File: src/rtl/fifo_ctrl_param_pkg.sv
// fifo_pkg: shared types and helpers for the parametrised FIFO controller.
//   fifo_addr_w()  - address width for a given depth
//   fifo_lvl_w()   - pointer/level width (one extra bit to tell full from empty)
//   fifo_status_t  - bundle of status flags as driven onto the bus
//   ERR_*          - bit positions inside the sticky error register
package fifo_pkg;

    localparam int ERR_OVF = 0;
    localparam int ERR_UNF = 1;
    localparam int ERR_W   = 2;

    function automatic int fifo_addr_w(input int depth);
        return (depth < 2) ? 1 : $clog2(depth);
    endfunction

    function automatic int fifo_lvl_w(input int depth);
        return fifo_addr_w(depth) + 1;
    endfunction

    typedef struct packed {
        logic empty;
        logic full;
        logic almost_full;
        logic almost_empty;
        logic overflow;
        logic underflow;
    } fifo_status_t;

endpackage

File: src/rtl/fifo_ctrl_param_if.sv
// fifo_ctrl_param_if: producer/consumer bus of the FIFO controller.
//   slave  - FIFO side: receives push/pop/flush/clear, drives data and status
//   master - user side: drives requests, observes data and status
interface fifo_ctrl_param_if
    import fifo_pkg::*;
#(
    parameter int DATA_W = 16,
    parameter int DEPTH  = 8
);
    localparam int LVL_W = fifo_lvl_w(DEPTH);

    logic              i_flush;
    logic              i_push;
    logic [DATA_W-1:0] in_data;
    logic              i_pop;
    logic              i_clr_err;
    logic [DATA_W-1:0] out_data;
    logic              out_valid;
    logic              is_empty;
    logic              is_full;
    logic              is_almost_full;
    logic              is_almost_empty;
    logic [LVL_W-1:0]  level;
    logic              overflow;
    logic              underflow;

    modport slave (
        input  i_flush, i_push, in_data, i_pop, i_clr_err,
        output out_data, out_valid, is_empty, is_full, is_almost_full,
               is_almost_empty, level, overflow, underflow
    );

    modport master (
        output i_flush, i_push, in_data, i_pop, i_clr_err,
        input  out_data, out_valid, is_empty, is_full, is_almost_full,
               is_almost_empty, level, overflow, underflow
    );

endinterface

File: src/rtl/fifo_ctrl_param_ram.sv
// fifo_ram: DEPTH x DATA_W storage, one synchronous write port and one
// asynchronous read port. Contents are never reset.
//   clk    - write clock
//   we     - write enable
//   waddr  - write address
//   wdata  - write data
//   raddr  - read address
//   rdata  - read data (combinational)
module fifo_ram #(
    parameter int DATA_W = 16,
    parameter int DEPTH  = 8,
    parameter int ADDR_W = 3
) (
    input  logic              clk,
    input  logic              we,
    input  logic [ADDR_W-1:0] waddr,
    input  logic [DATA_W-1:0] wdata,
    input  logic [ADDR_W-1:0] raddr,
    output logic [DATA_W-1:0] rdata
);

    logic [DATA_W-1:0] mem [DEPTH];

    always_ff @(posedge clk) begin
        if (we) begin
            mem[waddr] <= wdata;
        end
    end

    // Read before write: a same-cycle write to the read slot is seen next cycle.
    assign rdata = mem[raddr];

endmodule

File: src/rtl/fifo_ctrl_param.sv
// fifo_ctrl_param: parametrised single-clock FIFO with occupancy level,
// almost-full/almost-empty thresholds, optional first-word-fall-through and
// sticky overflow/underflow flags.
//   clk  - clock, all logic on posedge
//   rst  - synchronous active-high reset
//   bus  - fifo_ctrl_param_if.slave: requests in, data/status out
module fifo_ctrl_param
    import fifo_pkg::*;
#(
    parameter int DATA_W    = 16,
    parameter int DEPTH     = 8,
    parameter int AF_THRESH = DEPTH - 2,
    parameter int AE_THRESH = 2,
    parameter bit FWFT      = 1'b0
) (
    input  logic                  clk,
    input  logic                  rst,
    fifo_ctrl_param_if.slave      bus
);

    localparam int ADDR_W = fifo_addr_w(DEPTH);
    localparam int PTR_W  = fifo_lvl_w(DEPTH);

    if (DATA_W < 1) begin : g_bad_width
        $error("fifo_ctrl_param: DATA_W must be >= 1");
    end
    if (DEPTH < 2 || (DEPTH & (DEPTH - 1)) != 0) begin : g_bad_depth
        $error("fifo_ctrl_param: DEPTH must be a power of two >= 2");
    end
    if (!(AE_THRESH < AF_THRESH && AF_THRESH <= DEPTH)) begin : g_bad_thresh
        $error("fifo_ctrl_param: need AE_THRESH < AF_THRESH <= DEPTH");
    end

    logic [PTR_W-1:0]  wr_ptr;
    logic [PTR_W-1:0]  rd_ptr;
    logic [PTR_W-1:0]  lvl;
    logic [ERR_W-1:0]  err_q;
    logic [ERR_W-1:0]  err_nxt;
    logic              pop_ok;
    logic              push_ok;
    logic              ram_we;
    logic [DATA_W-1:0] ram_rdata;
    fifo_status_t      st;

    assign lvl = wr_ptr - rd_ptr;

    // Full: same slot, different lap.
    assign st.empty        = (wr_ptr == rd_ptr);
    assign st.full         = (wr_ptr[ADDR_W] != rd_ptr[ADDR_W]) &&
                             (wr_ptr[ADDR_W-1:0] == rd_ptr[ADDR_W-1:0]);
    assign st.almost_full  = (lvl >= PTR_W'(AF_THRESH));
    assign st.almost_empty = (lvl <= PTR_W'(AE_THRESH));
    assign st.overflow     = err_q[ERR_OVF];
    assign st.underflow    = err_q[ERR_UNF];

    // A pop frees the slot, so a push while full is still accepted.
    assign pop_ok  = bus.i_pop & ~st.empty;
    assign push_ok = bus.i_push & (~st.full | pop_ok);
    assign ram_we  = push_ok & ~bus.i_flush & ~rst;

    always_comb begin
        err_nxt = err_q;
        if (bus.i_clr_err) begin
            err_nxt = '0;
        end
        // A fresh error beats the clear in the same cycle.
        if (bus.i_push & ~push_ok) begin
            err_nxt[ERR_OVF] = 1'b1;
        end
        if (bus.i_pop & ~pop_ok) begin
            err_nxt[ERR_UNF] = 1'b1;
        end
    end

    always_ff @(posedge clk) begin
        if (rst) begin
            wr_ptr <= '0;
            rd_ptr <= '0;
            err_q  <= '0;
        end else if (bus.i_flush) begin
            wr_ptr <= '0;
            rd_ptr <= '0;
        end else begin
            if (push_ok) begin
                wr_ptr <= wr_ptr + 1'b1;
            end
            if (pop_ok) begin
                rd_ptr <= rd_ptr + 1'b1;
            end
            err_q <= err_nxt;
        end
    end

    fifo_ram #(
        .DATA_W (DATA_W),
        .DEPTH  (DEPTH),
        .ADDR_W (ADDR_W)
    ) u_ram (
        .clk   (clk),
        .we    (ram_we),
        .waddr (wr_ptr[ADDR_W-1:0]),
        .wdata (bus.in_data),
        .raddr (rd_ptr[ADDR_W-1:0]),
        .rdata (ram_rdata)
    );

    if (FWFT) begin : g_fwft
        // Head word is presented directly; popping advances to the next word.
        assign bus.out_data  = ram_rdata;
        assign bus.out_valid = ~st.empty;
    end else begin : g_reg_rd
        logic [DATA_W-1:0] out_data_q;
        logic              out_valid_q;

        always_ff @(posedge clk) begin
            if (rst) begin
                out_data_q  <= '0;
                out_valid_q <= 1'b0;
            end else if (bus.i_flush) begin
                out_valid_q <= 1'b0;
            end else begin
                out_valid_q <= pop_ok;
                if (pop_ok) begin
                    out_data_q <= ram_rdata;
                end
            end
        end

        assign bus.out_data  = out_data_q;
        assign bus.out_valid = out_valid_q;
    end

    assign bus.is_empty        = st.empty;
    assign bus.is_full         = st.full;
    assign bus.is_almost_full  = st.almost_full;
    assign bus.is_almost_empty = st.almost_empty;
    assign bus.overflow        = st.overflow;
    assign bus.underflow       = st.underflow;
    assign bus.level           = lvl;

endmodule

File: src/flat_wrapper.sv
// flat-port wrapper written by rule: the top's interface ports become plain ports
module fifo_ctrl_param_flat import fifo_pkg::*;
#(
    parameter int DATA_W    = 16,
    parameter int DEPTH     = 8,
    parameter int AF_THRESH = DEPTH - 2,
    parameter int AE_THRESH = 2,
    parameter bit FWFT      = 1'b0
)
  (clk, rst, bus_i_flush, bus_i_push, bus_in_data, bus_i_pop, bus_i_clr_err, bus_out_data, bus_out_valid, bus_is_empty, bus_is_full, bus_is_almost_full, bus_is_almost_empty, bus_level, bus_overflow, bus_underflow);
  fifo_ctrl_param_if #(.DATA_W(DATA_W), .DEPTH(DEPTH)) bus_i ();
  input  logic clk;
  input  logic rst;
  input wire logic [$bits(bus_i.i_flush)-1:0] bus_i_flush;
  input wire logic [$bits(bus_i.i_push)-1:0] bus_i_push;
  input wire logic [$bits(bus_i.in_data)-1:0] bus_in_data;
  input wire logic [$bits(bus_i.i_pop)-1:0] bus_i_pop;
  input wire logic [$bits(bus_i.i_clr_err)-1:0] bus_i_clr_err;
  output wire logic [$bits(bus_i.out_data)-1:0] bus_out_data;
  output wire logic [$bits(bus_i.out_valid)-1:0] bus_out_valid;
  output wire logic [$bits(bus_i.is_empty)-1:0] bus_is_empty;
  output wire logic [$bits(bus_i.is_full)-1:0] bus_is_full;
  output wire logic [$bits(bus_i.is_almost_full)-1:0] bus_is_almost_full;
  output wire logic [$bits(bus_i.is_almost_empty)-1:0] bus_is_almost_empty;
  output wire logic [$bits(bus_i.level)-1:0] bus_level;
  output wire logic [$bits(bus_i.overflow)-1:0] bus_overflow;
  output wire logic [$bits(bus_i.underflow)-1:0] bus_underflow;
  assign bus_i.i_flush = bus_i_flush;
  assign bus_i.i_push = bus_i_push;
  assign bus_i.in_data = bus_in_data;
  assign bus_i.i_pop = bus_i_pop;
  assign bus_i.i_clr_err = bus_i_clr_err;
  assign bus_out_data = bus_i.out_data;
  assign bus_out_valid = bus_i.out_valid;
  assign bus_is_empty = bus_i.is_empty;
  assign bus_is_full = bus_i.is_full;
  assign bus_is_almost_full = bus_i.is_almost_full;
  assign bus_is_almost_empty = bus_i.is_almost_empty;
  assign bus_level = bus_i.level;
  assign bus_overflow = bus_i.overflow;
  assign bus_underflow = bus_i.underflow;
  fifo_ctrl_param #(.DATA_W(DATA_W), .DEPTH(DEPTH), .AF_THRESH(AF_THRESH), .AE_THRESH(AE_THRESH), .FWFT(FWFT)) u_core (.clk(clk), .rst(rst), .bus(bus_i));
endmodule
File: config.mk
export PLATFORM = sky130hd
export DESIGN_NAME = fifo_ctrl_param_flat
export DESIGN_NICKNAME = d
export VERILOG_FILES = /design/src/rtl/fifo_ctrl_param_pkg.sv /design/src/rtl/fifo_ctrl_param_if.sv /design/src/rtl/fifo_ctrl_param_ram.sv /design/src/rtl/fifo_ctrl_param.sv /design/src/flat_wrapper.sv
export SDC_FILE = /design/constraint.sdc
export NUM_CORES = 1
export LEC_CHECK = 0
export CORE_MARGIN = 2
export CORE_UTILIZATION = 64
export CTS_BUF_LIST = sky130_fd_sc_hd__clkbuf_8
export DETAILED_ROUTE_END_ITERATION = 16
export GPL_TIMING_DRIVEN = 1
export PLACE_DENSITY_LB_ADDON = 0.3
export SYNTH_ARGS = -nofsm -noshare
export SYNTH_HDL_FRONTEND = slang
export SYNTH_SLANG_ARGS = --single-unit
File: constraint.sdc
create_clock -name clk -period 10.47 [get_ports clk]
set_input_delay 2.6175 -clock clk [delete_from_list [all_inputs] [get_ports clk]]
set_output_delay 2.6175 -clock clk [all_outputs]
set_load 0.05 [all_outputs]
### Word-level counts from Yosys, hierarchy flattened

Memory sizes are Yosys's and may differ from the RTL's. A register that Yosys moved wholly into a read port is not among the register bits.
Index checks and enable logic that the tools add are counted.

* bits in registers: 11
* bits in writable memories: 128
* bits of input ports: 22
* word-level logic and storage cells: 39
* memories kept: 1

* $add $sub $neg: 3
* $lt $le $gt $ge: 2
* equality and inequality tests: 3
* multiplexer cells: 5
* bitwise operators: 13
* reduce and logical (&&, ||, !) cells: 7

Memory list
* u_core.u_ram.mem: depth 8, bits a word 16, rd ports 1, clocked after Yosys merged registers in 1, write ports 1, RTL line fifo_ctrl_param_ram.sv:22 `logic [DATA_W-1:0] mem [DEPTH];`

Operators by type and width (count)
* $add 4x1->4 const B: 2
* $and 1x1->1: 6
* $not 1->1: 6
* $reduce_and 2->1: 3
* $eq 4x4->1: 1
* $ge 4x3->1 const B: 1
* $le 4x2->1 const B: 1
* $mux 1: 4
* $reduce_bool 2->1: 2
* $sub 4x4->4: 1
* $eq 3x3->1: 1
* $mux 2: 1
* $reduce_or 2->1: 1
* $logic_and 1x1->1: 1
* $ne 1x1->1: 1
* $or 1x1->1: 1

### Depth between registers and ports, before layout

* depth after elaboration: 9
* gate-level depth with buffers: 10

### By module

A second synthesis with hierarchy kept.

* cells, all modules: 356
* area total of the unflattened synthesis: 6422.4 um2

By module, submodules not included
* fifo_ram: instances 1, cells each 198, area an instance 4973.5 um2, sequential area each 3843.7 um2
* fifo_ctrl_param: instances 1, cells each 158, area an instance 1448.9 um2, sequential area each 540.5 um2

### Worst setup path before layout

No wires, ideal clock.

* kind: reg-to-output
* from: register u_core.rd_ptr[1]
* to: output bus_is_almost_empty
* arrival time: 2.928 ns
* setup slack: 4.925 ns
* cell stages (with the launch flop): 9
* path through: dfxtp_1 buf_2 clkinv_1 clkbuf_1 ha_1 nor2b_1 o21ai_0 nand3_1 a221oi_1

* longest elaborated chain between the ends: 2

Ends and longest elaborated chain
* from (decl): RTL line fifo_ctrl_param.sv:35 `logic [PTR_W-1:0] rd_ptr;`
* from (signal assigned): RTL line fifo_ctrl_param.sv:88 `rd_ptr <= rd_ptr + 1'b1;`
* $sub 4x4->4: RTL line fifo_ctrl_param.sv:45 `assign lvl = wr_ptr - rd_ptr;`
* $le 4x2->1: RTL line fifo_ctrl_param.sv:52 `assign st.almost_empty = (lvl <= PTR_W'(AE_THRESH));`
* to (decl): RTL line flat_wrapper.sv:24 `output wire logic [$bits(bus_i.is_almost_empty)-1:0] bus_is_almost_empty;`

Every way passes these cells.

### Worst setup path after layout

Ends and elaborated chain as after synthesis.

==> impl_results.md <==
- Status: completed
- Max Slew Vio Count: 0
- Setup violators final: 0
- Die Span Y: a little over 100 um
- Biggest cell delay along the critical path: about 930 ps
- Tcrit/Tclk final: ~66%
- Sequential share of power: between 50 and 60%
- Clk network pwr share: between 30% and 40%
- Antenna Cells: 0
- Root Buffer: clkbuf_8
- Die area: ~10,000 um2
- Non-filler instance count after layout: 526
- Switch share: a little under a quarter
- Unrepaired setup endpoints after global routing: no
- Area delta synth->final: 16.4%
- Layout fillers: approximately 520
- Core footprint: a little over 9000 um2
- Largest net degree at the start of global routing: 36
- Worst-path maximum fanout: 21
- Crit path kind: flip-flop to output port
- Register area share after synthesis: 73.0%
- Top delay family on crit path: buffers and inverters
- Num rows: 35
- Initial drt markers: 146
- Starting Density: approximately 66%
- Post-CTS setup buffers: 0
- RD Place Congestion: 0.771
- Least-Margin Pin Slew: 990 ps
- Slew Limit Headroom: between 30 and 40%
- Worst Path Buf+Inv: 2
- Fin area: between 6000 and 7000 um2
- Global route overflow: 0
- Distinct cell type count after synthesis: 39
- WL final: 11,200 um
- Critical path cell sequence: clkinv_1 -> ha_1 -> nor2b_1 -> o21ai_0 -> nand3_1 -> a221oi_1 -> clkdlybuf4s50_1
- Leakage power: 2.32 nW
- Drt via density: 6.16
- Mapped Avg Cell Area: 17.5 um2
- Max-Cap Viols: 0
- Total Power: ~1.1 mW
- Yosys reg bits: roughly 160
- Nets: between 400 and 500
- Initial antenna violation count: 0
- Initial DRT Pass Iterations: 4
- Setup crit end kind: output port
- Number of global-route vias before repair: between 3,000 and 4,000
- Asr flop ratio synth: 0%
- Syn nets: approximately 370
- Fin Clk Skew: about 17 ps
- Num ports: about 50
- Hpwl dp: ~6700 um
- Yosys Warn Count: 0
- IO Port Bufs: 48
- Synthesized area: around 6000 um2
- CTS tree: yes
- Pwr dens: 165 nW/um2
- Clock insertion delay at the later pin of the skew report: 440 ps
- CP max-delay cell: dfxtp_1
- Vias: about 3,200
- Critical path arrival: 4330 ps
- Combinational share of power: 4.8%
- Placed cell area: between 6000 and 7000 um2
- Fin crit period: 6950 ps
- Critical Path RT: around 7900 ps
- Syn Inst Count: 344
- Final Hold Viols: 0
- Ys flop type: edfxtp_1
- TNS Setup: 0 ps
- Hold WC Path Type: flip-flop to flip-flop
- CTS H-tree lvls: 4
- TritonCTS Buffers: 17
- Placed cells: between 400 and 500
- Gr usage total: 24.7%
- Die Wd: just over 100 um
- Post_cts resized: 0
- CTS hold repair buffers: 0
- Final hold slack: just under 500 ps
- First-pass GRT wire length: 17,800 um
- Peak Freq: between 0.1 and 0.15 GHz
- CP Launch Type: flip-flop
- Clock sink total: 155
- DR WL/cell: between 20 and 25 um
- DRC: 0
- Post-synth EDFFs: around 130
- Worst vdd ir: 0.103 mV
- Share of cells above drive strength 1: slightly below 20%
- Antenna Nets Post-Route: 0
- Switching power: 0.266 mW
- Max clock buf depth: 2
- Int Power: ~0.88 mW
- Clk pin slew, worst setup/hold paths: 80 ps
-- worst reg2reg max path, delay by kind of cell (launching register included) --
kind                       cells  cell delay (ps)
adders and majority gates      1              550
buffers and inverters          2             1150
AOI/OAI and AO/OA              1              170
DFF                            1              930
and+or+nand+nor                3             1400
-- cells by family after synthesis --
kind of cell	after synthesis	share of synthesized area (%)
AND/OR/NAND/NOR	89	6.23
multiplexers	33	12.2
buffers and inverters	24	2.02
AO/OA/AOI/OAI	31	4.19
adder cells (fa/ha/maj)	6	1.38
flip-flops	155	73.0
XOR/XNOR	6	1.00
-- power by group through the flow --
stage	Combinational (mW)	Clock, mW	Sequential (mW)
after CTS	0.0557	0.430	0.672
after global routing	0.0594	0.453	0.673
after floorplan	0.0253	0	0.692
after global placement	0.0539	0	0.686
after detailed placement	0.0555	0	0.687
final	0.0552	0.422	0.672
-- synth_stat cells (3+ instances only) --
cell type | instances | area (um2)
buf_2 | 4 | 20.0
nor2_1 | 15 | 56.3
xnor2_1 | 3 | 26.3
mux4_2 | 32 | 721
inv_1 | 7 | 26.3
a22o_1 | 17 | 149
nand3_1 | 6 | 30.0
edfxtp_1 | 128 | 3840
nor2b_1 | 3 | 18.8
buf_1 | 3 | 11.3
clkbuf_1 | 4 | 15.0
ha_1 | 5 | 62.6
buf_4 | 3 | 22.5
nand2_1 | 54 | 203
nor3_1 | 3 | 15.0
o21ai_0 | 3 | 15.0
dfxtp_1 | 27 | 541
or3_1 | 3 | 18.8
-- placed cells by master, fill, tap and decap left out, types with 2 or more instances in the layout --
cell / Yosys / routed
dfxtp_1: 27 / 25
xor2_1: 2 / 2
clkinvlp_4: 0 / 2
xnor2_1: 3 / 3
clkdlybuf4s50_1: 0 / 48
clkinv_2: 0 / 3
o21ai_0: 3 / 3
ha_1: 5 / 5
nor3_4: 0 / 2
nand3_1: 6 / 6
clkbuf_8: 0 / 17
mux4_2: 32 / 32
clkinv_4: 0 / 2
edfxtp_1: 128 / 128
inv_6: 0 / 4
nand2_1: 54 / 54
dfxtp_2: 0 / 2
or3_1: 3 / 3
inv_8: 0 / 2
buf_4: 3 / 8
o211ai_1: 2 / 2
inv_1: 7 / 7
a22o_1: 17 / 17
nor2b_1: 3 / 3
nor2_1: 15 / 15
-- sequential cells by signal (all words and copies together), names as in the netlist --
register              flops
u_core.wr_ptr             4
u_core.bus.out_data      16
u_core.err_q              2
u_core.u_ram.mem        128
u_core.rd_ptr             4
u_core.bus.out_valid      1
-- routing by layer --
metal / vias to the layer above / GRT usage [%] / part of all wire, %
met3: 19 / 6.38 / 5.4
met5: - / 0 / 0
met1: 1678 / 32.4 / 40
met4: 0 / 10.6 / 1.9
li1: 1445 / - / -
met2: 96 / 39.8 / 52
-- worst paths after layout --
kind | start | endpoint | slack (ps) | cells past startpoint
hold / removal | u_core.bus.out_data[14]$_SDFFE_PP0P_ | u_core.bus.out_data[14]$_SDFFE_PP0P_ | 480 | 1
setup reg to reg | u_core.rd_ptr[1]$_SDFFE_PP0P_ | u_core.u_ram.mem[7][5]$_DFFE_PP_ | 5950 | 7
setup / recovery | u_core.rd_ptr[1]$_SDFFE_PP0P_ | bus_is_almost_empty | 3520 | 7
hold reg to reg | u_core.bus.out_data[14]$_SDFFE_PP0P_ | u_core.bus.out_data[14]$_SDFFE_PP0P_ | 480 | 1
-- through the flow --
step / setup slack [ps] / utilization (%)
3_5_place_dp: 4000 / 72.3
3_3_place_gp: 4090 / 72.3
5_1_grt: 3160 / 76.3
4_1_cts: 3520 / 76.3
6_report: 3520 / 76.3
2_1_floorplan: 4920 / -
-- cell type report --
type | count | area [um2] | area share [%]
Clock buffer | 17 | 234 | 3.35
Sequential cell | 155 | 4390 | 62.8
Inverter | 8 | 30.0 | 0.430
Clock inverter | 14 | 135 | 1.93
Tap cell | 111 | 139 | 1.99
Multi-Input combinational cell | 165 | 1520 | 21.8
Timing Repair Buffer | 56 | 541 | 7.74
(Power assumes the default switching activity.)
